$ cat config.mk
export PLATFORM = sky130hd
export DESIGN_NAME = rcv_frame_ctrl
export DESIGN_NICKNAME = d
export VERILOG_FILES = /design/src/rtl/rcv_frame_ctrl.sv
export SDC_FILE = /design/constraint.sdc
export NUM_CORES = 1
export LEC_CHECK = 0
export CAP_MARGIN = 20
export CELL_PAD_IN_SITES_DETAIL_PLACEMENT = 1
export CELL_PAD_IN_SITES_GLOBAL_PLACEMENT = 2
export CORE_MARGIN = 5
export CORE_UTILIZATION = 32
export CTS_BUF_LIST = sky130_fd_sc_hd__clkbuf_8 sky130_fd_sc_hd__clkbuf_16
export CTS_CLUSTER_SIZE = 40
export DETAILED_ROUTE_END_ITERATION = 16
export PLACE_DENSITY = 0.8
export REMOVE_ABC_BUFFERS = 1
export SETUP_SLACK_MARGIN = 0.02
export SYNTH_ARGS = -nofsm -noshare
export SYNTH_HDL_FRONTEND = slang
export SYNTH_SLANG_ARGS = --single-unit
$ cat constraint.sdc
create_clock -name clk -period 3.63 [get_ports clk]
set_clock_uncertainty 0.05 [all_clocks]
set_input_delay 0.5445 -clock clk [delete_from_list [all_inputs] [get_ports clk]]
set_output_delay 0.5445 -clock clk [all_outputs]
set_load 0.02 [all_outputs]
$ cat src/rtl/rcv_frame_ctrl.sv
// UART receive frame controller: times bit periods after a detected start edge,
// samples data/stop mid-bit and hands the byte over with framing/overrun status.
// Optional even-parity bit and parity_error port are enabled by RCV_PARITY_EN.
module rcv_frame_ctrl #(
  parameter int CLKS_PER_BIT = 10,
  parameter int DATA_BITS    = 8
) (
  input  logic                 clk,
  input  logic                 Rst,
  input  logic                 serial_in,
  input  logic                 start_detected,
  input  logic                 data_read,
  output logic [DATA_BITS-1:0] rx_data,
  output logic                 data_ready,
  output logic                 framing_error,
  output logic                 overrun_error,
`ifdef RCV_PARITY_EN
  output logic                 parity_error,
`endif
  output logic                 busy
);

  // state     | meaning
  // IDLE      | waiting for start_detected
  // START_CHK | half-bit wait, confirm start bit is still low
  // DATA      | sample DATA_BITS data bits, LSB first
  // PARITY    | sample even-parity bit (RCV_PARITY_EN only)
  // STOP      | sample stop bit
  // LOAD      | commit byte and status, back to IDLE
  localparam logic [2:0] IDLE      = 3'd0;
  localparam logic [2:0] START_CHK = 3'd1;
  localparam logic [2:0] DATA      = 3'd2;
  localparam logic [2:0] PARITY    = 3'd3;
  localparam logic [2:0] STOP      = 3'd4;
  localparam logic [2:0] LOAD      = 3'd5;

  localparam int CW = $clog2(CLKS_PER_BIT);
  localparam int IW = $clog2(DATA_BITS + 1);
  localparam logic [CW-1:0] HALF_M1  = CW'(CLKS_PER_BIT / 2 - 1);
  localparam logic [CW-1:0] FULL_M1  = CW'(CLKS_PER_BIT - 1);
  localparam logic [IW-1:0] LAST_BIT = IW'(DATA_BITS - 1);

  logic [2:0]           state;
  logic [CW-1:0]        bit_cnt;
  logic [IW-1:0]        bit_idx;
  logic [DATA_BITS-1:0] shreg;
  logic                 stop_ok;
  logic                 half_tick;
  logic                 full_tick;
`ifdef RCV_PARITY_EN
  logic                 par_bit;
`endif

  assign half_tick = (bit_cnt == HALF_M1);
  assign full_tick = (bit_cnt == FULL_M1);
  assign busy      = (state != IDLE);

  always_ff @(posedge clk or posedge Rst) begin
    if (Rst) begin
      state         <= IDLE;
      bit_cnt       <= '0;
      bit_idx       <= '0;
      shreg         <= '0;
      stop_ok       <= 1'b0;
      rx_data       <= '0;
      data_ready    <= 1'b0;
      framing_error <= 1'b0;
      overrun_error <= 1'b0;
`ifdef RCV_PARITY_EN
      par_bit       <= 1'b0;
      parity_error  <= 1'b0;
`endif
    end else begin
      // A read acknowledge clears status; a concurrent LOAD below overrides it.
      if (data_read) begin
        data_ready    <= 1'b0;
        overrun_error <= 1'b0;
      end

      case (state)
        IDLE: begin
          bit_cnt <= '0;
          bit_idx <= '0;
          if (start_detected) state <= START_CHK;
        end

        START_CHK: begin
          if (half_tick) begin
            bit_cnt <= '0;
            if (serial_in) begin
              state <= IDLE;
            end else begin
              state         <= DATA;
              framing_error <= 1'b0;
            end
          end else begin
            bit_cnt <= bit_cnt + CW'(1);
          end
        end

        DATA: begin
          if (full_tick) begin
            bit_cnt <= '0;
            shreg   <= {serial_in, shreg[DATA_BITS-1:1]};
            if (bit_idx == LAST_BIT) begin
              bit_idx <= '0;
`ifdef RCV_PARITY_EN
              state   <= PARITY;
`else
              state   <= STOP;
`endif
            end else begin
              bit_idx <= bit_idx + IW'(1);
            end
          end else begin
            bit_cnt <= bit_cnt + CW'(1);
          end
        end

`ifdef RCV_PARITY_EN
        PARITY: begin
          if (full_tick) begin
            bit_cnt <= '0;
            par_bit <= serial_in;
            state   <= STOP;
          end else begin
            bit_cnt <= bit_cnt + CW'(1);
          end
        end
`endif

        STOP: begin
          if (full_tick) begin
            bit_cnt <= '0;
            stop_ok <= serial_in;
            state   <= LOAD;
          end else begin
            bit_cnt <= bit_cnt + CW'(1);
          end
        end

        LOAD: begin
          state <= IDLE;
          if (stop_ok) begin
            rx_data    <= shreg;
            data_ready <= 1'b1;
            if (data_ready && !data_read) overrun_error <= 1'b1;
          end else begin
            framing_error <= 1'b1;
          end
`ifdef RCV_PARITY_EN
          parity_error <= ^{shreg, par_bit};
`endif
        end

        default: state <= IDLE;
      endcase
    end
  end

endmodule

After elaboration in Yosys (flattened, before gate mapping)
Cells that the tools add are included.
{"block": "word_totals", "elab_cells": 63, "regBits": 31, "output_inout_bits": 12, "inputBits": 5}
{"block": "classes", "n_eq_ne": 14, "n_reduce_logical": 14, "muxes": 24, "add_sub_neg": 2}
{"cell": "4-bit 2-to-1 mux", "count": 4}
{"cell": "3-bit 2-to-1 mux", "count": 5}
{"cell": "2-bit inequality test (second input constant)", "count": 7}
{"cell": "3-bit one-hot mux with 4 select lines", "count": 1}
{"cell": "4-bit one-hot mux with 3 select lines", "count": 1}
{"cell": "1-bit 2-to-1 mux", "count": 10}
{"cell": "4-bit by 1-bit adder with 4-bit output (second input constant)", "count": 2}
{"cell": "4-bit by 3-bit == test with 1-bit output (second input constant)", "count": 2}
{"cell": "4-bit one-hot mux with 2 select lines", "count": 1}
{"cell": "2-bit AND reduction", "count": 4}
{"cell": "3-bit == test (second input constant)", "count": 2}
{"cell": "3-bit nonzero test", "count": 2}
{"cell": "5-bit AND reduction", "count": 1}
{"cell": "4-bit == test (second input constant)", "count": 1}
{"cell": "4-bit AND reduction", "count": 1}
{"cell": "2-bit nonzero test", "count": 2}
{"cell": "3-bit by 1-bit == test with 1-bit output (second input constant)", "count": 1}
{"cell": "3-bit by 2-bit == test with 1-bit output (second input constant)", "count": 1}
{"cell": "3-bit zero test", "count": 1}
{"cell": "2-bit 2-to-1 mux", "count": 1}
{"cell": "1-bit one-hot mux with 2 select lines", "count": 1}
{"cell": "2-bit OR reduction", "count": 1}
{"cell": "1-bit logical AND", "count": 1}
{"cell": "1-bit zero test", "count": 1}

Depth between registers and ports, before layout
Gate-level depths: netlist of the first run.
{"block": "depth", "word_depth": 5, "mapped_depth": 7, "depth_no_buf": 6}

Worst setup path after synthesis of the first run
OpenSTA, ideal clock, no wires.
{"block": "synth_path", "path_type": "flip-flop to flip-flop", "startpoint": "register bit_cnt[1]", "endpoint": "register bit_idx[3]", "setup_ns": 0.069, "t_arrival_ns": 1.646, "path_stages_with_launch": 7, "slack_ns": 1.865, "period_less_slack_ns": 1.765, "required_time_ns": 3.511, "cell_sequence": "dfrtp_1 > inv_1 > ha_1 > nand3b_4 > a211o_1 > or4_1 > nand3_1"}
{"block": "synth_between", "elab_chain_cells": 3}
{"element": "start: declaration", "line_no": "44", "source": "logic [CW-1:0] bit_cnt;"}
{"element": "start signal: assignment", "line_no": "97", "source": "bit_cnt <= bit_cnt + CW'(1);"}
{"element": "start signal: assignment", "line_no": "116", "source": "bit_cnt <= bit_cnt + CW'(1);"}
{"element": "start signal: assignment", "line_no": "138", "source": "bit_cnt <= bit_cnt + CW'(1);"}
{"element": "4-bit == test", "line_no": "55", "source": "assign full_tick = (bit_cnt == FULL_M1);"}
{"element": "2-bit inequality test (no source line)"}
{"element": "2-bit AND reduction (no source line)"}
{"element": "end signal: assignment", "line_no": "113", "source": "bit_idx <= bit_idx + IW'(1);"}
{"element": "end: declaration", "line_no": "45", "source": "logic [IW-1:0] bit_idx;"}
Every way passes these cells.
A chain may end at the register's enable or synchronous reset.

Worst setup path in the final report of the first run
{"block": "layout_path", "startpoint": "register state[2]", "endpoint": "output port busy"}
{"block": "layout_between", "elab_chain_cells": 1}
{"element": "start: declaration", "line_no": "43", "source": "logic [2:0] state;"}
{"element": "start signal: assignment", "line_no": "60", "source": "state <= IDLE;"}
{"element": "start signal: assignment", "line_no": "84", "source": "if (start_detected) state <= START_CHK;"}
{"element": "start signal: assignment", "line_no": "91", "source": "state <= IDLE;"}
{"element": "3-bit nonzero test", "line_no": "56", "source": "assign busy = (state != IDLE);"}
{"element": "end: declaration", "line_no": "20", "source": "output logic busy"}
Every way passes these cells.

==> reports/qor.yml, run 1 <==
power:
  p_sw_uw: 136
  sequentialPowerShare_pct: 54.7
  p_int_uw: 505
  power.share.combinational_pct: 2.6
  swShare_pct: 21.3
  pwr-share-clk_pct: 42.6
  peakVddDrop_mv: 0.125
  cellPowerDensity_nw_per_um2: 372
  power_leakage_uw: 0.000811
worst_setup_path:
  cp-end-kind: "output port"
  critPathBufInv: 1
  cp_slowest_cell: "clkdlybuf4s50_1"
  cp-start-kind: "flop"
  cp.required_ns: 3.04
  rrSetupSlack_ns: 1.69
  r2r_cells: 6
  critPathKind: "flop to output port"
  cp_top_family: "buffers and inverters"
  path_cells: "or3_1, clkdlybuf4s50_1"
  rr_startpoint: "bit_cnt[1]"
  worstPathArrival_ns: 1.80
  worst_r2r_endpoint: "bit_idx[3]"
  cp_max_fo: 13
  slowest_delay_ns: 0.55
grt:
  grtUsageTotal_pct: 10.8
  antenna_found_initial: 0
  grt-ovfl-total: 0
  grt_pass1_vias: 1005
  grt_pass1_wl_um: 4970
  grt_max_degree: 32
cts:
  cts_hold_buf: 0
  htreeDepth: 2
  cts_tree: "done"
  cts_sinks: 31
  postCtsSetupBuffers: 0
  cts_resized: 0
  ctsLongestPathBuffers: 2
  clkSlewWorstSetupHoldPaths_ns: 0.07
  cts-root-buf: "clkbuf_8"
  insertion_delay_ns: 0.28
  cts_buffers: 5
yosys:
  synth_cell_type_count: 36
  ys_seq_area_share_pct: 54.6
  ys.flop_type: "dfrtp_1"
  ys_warn_count: 0
  synth_edf_count: 0
  synth_cells: 116
  synth.avg_cell_area_sq_um: 12.3
  synth_area_sq_um: 1420
  async_flop_share_pct: 100
  synth-seq-cells: 31
timing:
  tightest_slew_ns: 0.546
  rsz0062_at_grt: "no"
  relSlewSlack_pct: 63.4
  hold_viol: 0
  fin_tns_setup_ns: 0
  period_needed_ns: 2.39
  setup_viol: 0
  fmax_mhz: 418
  drv_slew: 0
  final.setup.worst_slack_ns: 1.24
  fin_crit_sh_pct: 65.9
worst_hold_path:
  hold-path-cell-count: 1
  whs_endpoint: "rx_data[6]"
  hold_class: "flop to flop"
  hp-start: "rx_data[6]"
floorplan:
  initial_core_util_pct: 32.9
  io_pins: 17
  die_area_sq_um: 5870
  die_h_um: 76.6
  fp-row-count: 24
  coreArea_sq_um: 4320
  die_w_um: 76.6
routing:
  antenna_left: 0
  vias_per_cell: 4.98
  drt_iter0_markers: 32
  num_vias: 936
  postRouteWirelength_um: 2870
  first_pass_iters: 4
  drc_errors: 0
  routedWlPerCell_um: 15.3
finish:
  fillers: 468
  diodes: 0
  fin_nets: 145
  drive_gt1_share_pct: 21.3
  syn_to_final_growth_pct: 21.3
place:
  hpwl_um: 2090
  place_ws_ns: 1.54
  portBuffers: 16
  place_congestion: 0.741
status:
  outcome: "completed"
flow_run:
  maxCapViolations: 0
## layer usage
layer	wire length, um	GRT usage [%]	vias up	part of all wire [%]
met2	1470	17.3	17	51
met3	140	4.61	2	4.9
met5	0	0	-	0
met1	1240	12.3	467	43
li1	-	-	450	-
met4	15	5.42	0	0.52
## layout by cell type (no fill, tap or decap), types with 2 or more instances in the layout
master           Yosys  routed
clkdlybuf4s50_1      0      16
a21oi_1              2       2
ha_1                 4       4
nand3b_1             2       2
nand3_1              5       5
a21o_1               2       2
mux2_2              18      18
nor2_1               5       5
nor3b_1              2       2
dfrtp_1             31      31
nand2_1              5       5
o21ai_0              5       5
clkbuf_8             0       6
nand2b_1             3       3
nand4b_1             2       2
inv_1                6       6
## synth_stat cells, drive strengths merged (2+ instances only)
cell type | count | area (sq um)
o21ai | 5 | 25.0
clkbuf | 2 | 7.51
nand3 | 5 | 25.0
nand3b | 3 | 35.0
mux2 | 18 | 203
nor3b | 3 | 27.5
ha | 4 | 50.1
nand4b | 2 | 17.5
a21oi | 2 | 10.0
nor2 | 5 | 18.8
buf | 2 | 10.0
nand2 | 5 | 18.8
dfrtp | 31 | 776
a21o | 2 | 15.0
inv | 6 | 22.5
nand2b | 3 | 18.8
## power by group through the flow
stage / combinational, uW / sequential [uW] / clock [uW]
2_1_floorplan: 9.11 / 357 / 0
3_3_place_gp: 16.9 / 358 / 0
3_5_place_dp: 17.7 / 358 / 0
4_1_cts: 17.8 / 351 / 286
5_1_grt: 19.5 / 351 / 305
6_report: 16.8 / 351 / 274
## stage by stage
stage / hold WS [ns] / utilization, % / power (uW) / instances / cell area [sq um]
after CTS: 0.462 / 39.9 / 655 / 188 / 1720
after global placement: 0.430 / 37.8 / 375 / 181 / 1640
after floorplan: 0.425 / - / 366 / 112 / 1400
after global routing: 0.476 / 39.9 / 676 / 188 / 1720
final: 0.457 / 39.9 / 642 / 188 / 1720
after detailed placement: 0.448 / 37.8 / 376 / 181 / 1640
## kinds of logic after synthesis
| kind of cell | share of synthesized area (%) |
|---|---|
| compound gates | 8.28 |
| xor+xnor | 1.23 |
| fa+ha+maj | 3.52 |
| buf+inv | 2.82 |
| flops | 54.6 |
| mux | 15.0 |
| simple gates | 14.6 |
## state kept, by name, summed over array words and instances (netlist names)
signal and cells:
rx_data 8, shreg 8, bit_cnt 4, bit_idx 4
state 3, data_ready 1, framing_error 1, overrun_error 1
stop_ok 1
## layout make-up
class	count	area (sq um)	share of cell area, %
Clock buffer	6	82.6	4.79
Tap cell	52	65.1	3.77
Inverter	6	22.5	1.31
Sequential cell	31	776	45.0
Clock inverter	1	5.00	0.290
Timing Repair Buffer	17	168	9.72
Multi-Input combinational cell	75	606	35.1
## worst register-to-register path: cells and delay by family (launching register included)
kind / cells / cell delay (ns)
simple gates: 3 / 0.71
flops: 1 / 0.40
compound gates: 1 / 0.38
fa+ha+maj: 1 / 0.23
buf+inv: 1 / 0.10
## worst max-delay path by stage
stage / startpoint / endpoint / cells past startpoint
finish: state[2] / busy / 2
global route: state[2] / busy / 2
CTS: state[2] / busy / 2
detailed placement: state[2] / busy / 2
global placement: state[2] / busy / 2
floorplan: bit_cnt[1] / bit_idx[3] / 6
Note: power is estimated with default switching activity, not from simulation.
==> run 2: changes to the inputs <==
- PLACE_DENSITY: 0.8 -> 0.83
- clock period: 3.63 -> 2.05 ns (I/O delays scaled with it)
==> run 2 against run 1 <==
Net effect: design area increased by 0.80%; highest routed layer unchanged; count of clock-buffer cells in the layout unchanged; non-clock buffer count increased by 2; largest power group unchanged; sequential cell count unchanged; first-iteration DRC count decreased by 47%; final cell count increased by 1.1%; register-to-register slack got worse by 1.5 ns; total power increased by 76%; sequential power increased by 77%; die area unchanged; critical path type is now flop to flop.
==> reports/qor.yml, run 2 (synthesis gave the netlist of run 1 again) <==
timing:
  fmax_mhz: 528
  fin_crit_sh_pct: 92.4
  period_needed_ns: 1.89
  setup_viol: 0  # unchanged
  tightest_slew_ns: 0.470  # -0.0757 ns
  rsz0062_at_grt: "no"
  relSlewSlack_pct: 68.6  # +5.2 points
  fin_tns_setup_ns: 0  # unchanged
  drv_slew: 0  # unchanged
  hold_viol: 0  # unchanged
cts:
  cts-root-buf: "clkbuf_8"
  cts_sinks: 31  # unchanged
  ctsLongestPathBuffers: 2  # unchanged
  clkSlewWorstSetupHoldPaths_ns: 0.06  # about the same
  htreeDepth: 2  # unchanged
  cts_hold_buf: 0  # unchanged
  cts_buffers: 5  # unchanged
  cts_tree: "done"
  insertion_delay_ns: 0.28  # about the same
routing:
  antenna_left: 0  # unchanged
  first_pass_iters: 2  # -2
  routedWlPerCell_um: 13.7  # -10%
  vias_per_cell: 5.15  # +3.4%
  postRouteWirelength_um: 2610  # -9.0%
  drt_iter0_markers: 17  # -47%
  num_vias: 978  # +4.5%
  drc_errors: 0  # unchanged
floorplan:
  die_h_um: 76.6  # unchanged
  fp-row-count: 24  # unchanged
  die_w_um: 76.6  # unchanged
  coreArea_sq_um: 4320  # unchanged
  io_pins: 17  # unchanged
  initial_core_util_pct: 32.9  # unchanged
  die_area_sq_um: 5870  # unchanged
place:
  portBuffers: 16  # unchanged
  place_congestion: 0.749  # +1.1%
  hpwl_um: 1920  # -7.8%
finish:
  fillers: 466  # -0.43%
  drive_gt1_share_pct: 22.5  # +1.1 points
  syn_to_final_growth_pct: 22.3
  ff_latch_area_sq_um: 776  # unchanged
  final_util_pct: 40.2  # +0.32 points
  reg_top3: "rx_data: 8 flops, shreg: 8 flops"
  fin_nets: 147  # +1.4%
  diodes: 0  # unchanged
  layout_common_cells: "31 x dfrtp_1, 18 x mux2_2, 15 x clkdlybuf4s50_1, 6 x inv_1, 6 x clkbuf_8"
  multi_input_area_sq_um: 606  # unchanged
  final_common_cell: "dfrtp_1"
worst_setup_path:
  cp.required_ns: 2.21  # -0.83 ns
  critPathBufInv: 1  # unchanged
  cp_top_family: "simple AND/OR/NAND/NOR gates"
  cp-start-kind: "flop"
  path_cells: "inv_1, ha_1, nand3b_4, a211o_1, or4_1, nand3_1"
  cp-end-kind: "flop"
  slowest_delay_ns: 0.52  # -0.03 ns
  worstPathArrival_ns: 2.05  # +0.25 ns
  critPathKind: "flop to flop"
  cp_slowest_cell: "or4_1"
  cp_max_fo: 6  # -7
grt:
  grt-ovfl-total: 0  # unchanged
  grt_max_degree: 32  # unchanged
  grtUsageTotal_pct: 10.2  # -0.65 points
  grt_pass1_vias: 1041  # +3.6%
  grt_pass1_wl_um: 4770  # -3.9%
  antenna_found_initial: 0  # unchanged
flow_run:
  maxCapViolations: 0  # unchanged
power:
  power_leakage_uw: 0.000818  # +0.92%
  cellPowerDensity_nw_per_um2: 649  # +74%
  p_total_uw: 1130  # +76%
  peakVddDrop_mv: 0.212  # +70%
worst_hold_path:
  hold_class: "primary input to asynchronous set/reset pin"
status:
  outcome: "completed"
## run 2: power by group
group	internal, uW	leakage [uW]	switching [uW]
Sequential	618	0.000400	4.24
Clock	263	0.0000470	214
Combinational	13.8	0.000371	15.5
## run 2: layer usage
| metal | GRT usage (%) | part of all wire (%) | vias up |
|---|---|---|---|
| met1 | 11.8 | 43 | 495 |
| met3 | 4.96 | 5.7 | 5 |
| met2 | 15.7 | 49 | 18 |
| met5 | 0 | 0 | - |
| li1 | - | - | 460 |
| met4 | 4.72 | 1.6 | 0 |
## run 2: final timing paths
kind,startpoint,to,slack (ns),cells past startpoint
setup reg to reg,bit_cnt[1],bit_idx[3],0.16,6
setup / recovery,bit_cnt[1],bit_idx[3],0.16,6
max in group asynchronous,Rst,rx_data[7],1.31,3
hold / removal,Rst,shreg[0],0.36,3
hold reg to reg,shreg[0],shreg[0],0.45,1
min in group clk,shreg[0],shreg[0],0.45,1
## run 2: tightest hold or removal path, cell delays in order
cell,delay (ns)
clkdlybuf4s50_1,0.39
inv_1,0.05
buf_4,0.35
## run 2: through the flow
| step | cell area (sq um) | hold WS [ns] | instances | setup WS, ns |
|---|---|---|---|---|
| after CTS | 1740 | 0.368 | 190 | 0.141 |
| after floorplan | 1400 | 0.324 | 112 | 0.285 |
| after global placement | 1650 | 0.430 | 183 | 0.224 |
| after detailed placement | 1650 | 0.442 | 183 | 0.153 |
| after global routing | 1740 | 0.412 | 190 | 0.0662 |
| final | 1740 | 0.358 | 190 | 0.156 |
## run 2: cell type report
class	count	area share, %
Clock buffer	6	4.75
Clock inverter	1	0.288
Inverter	6	1.30
Multi-Input combinational cell	75	34.8
Sequential cell	31	44.6
Tap cell	52	3.74
Timing Repair Buffer	19	10.4
## run 2: repair_timing
action / in CTS / in global routing
endpoints found under the setup margin: 1 / 0
buffers inserted: 0 / 0
gates resized for setup: 1 / 0
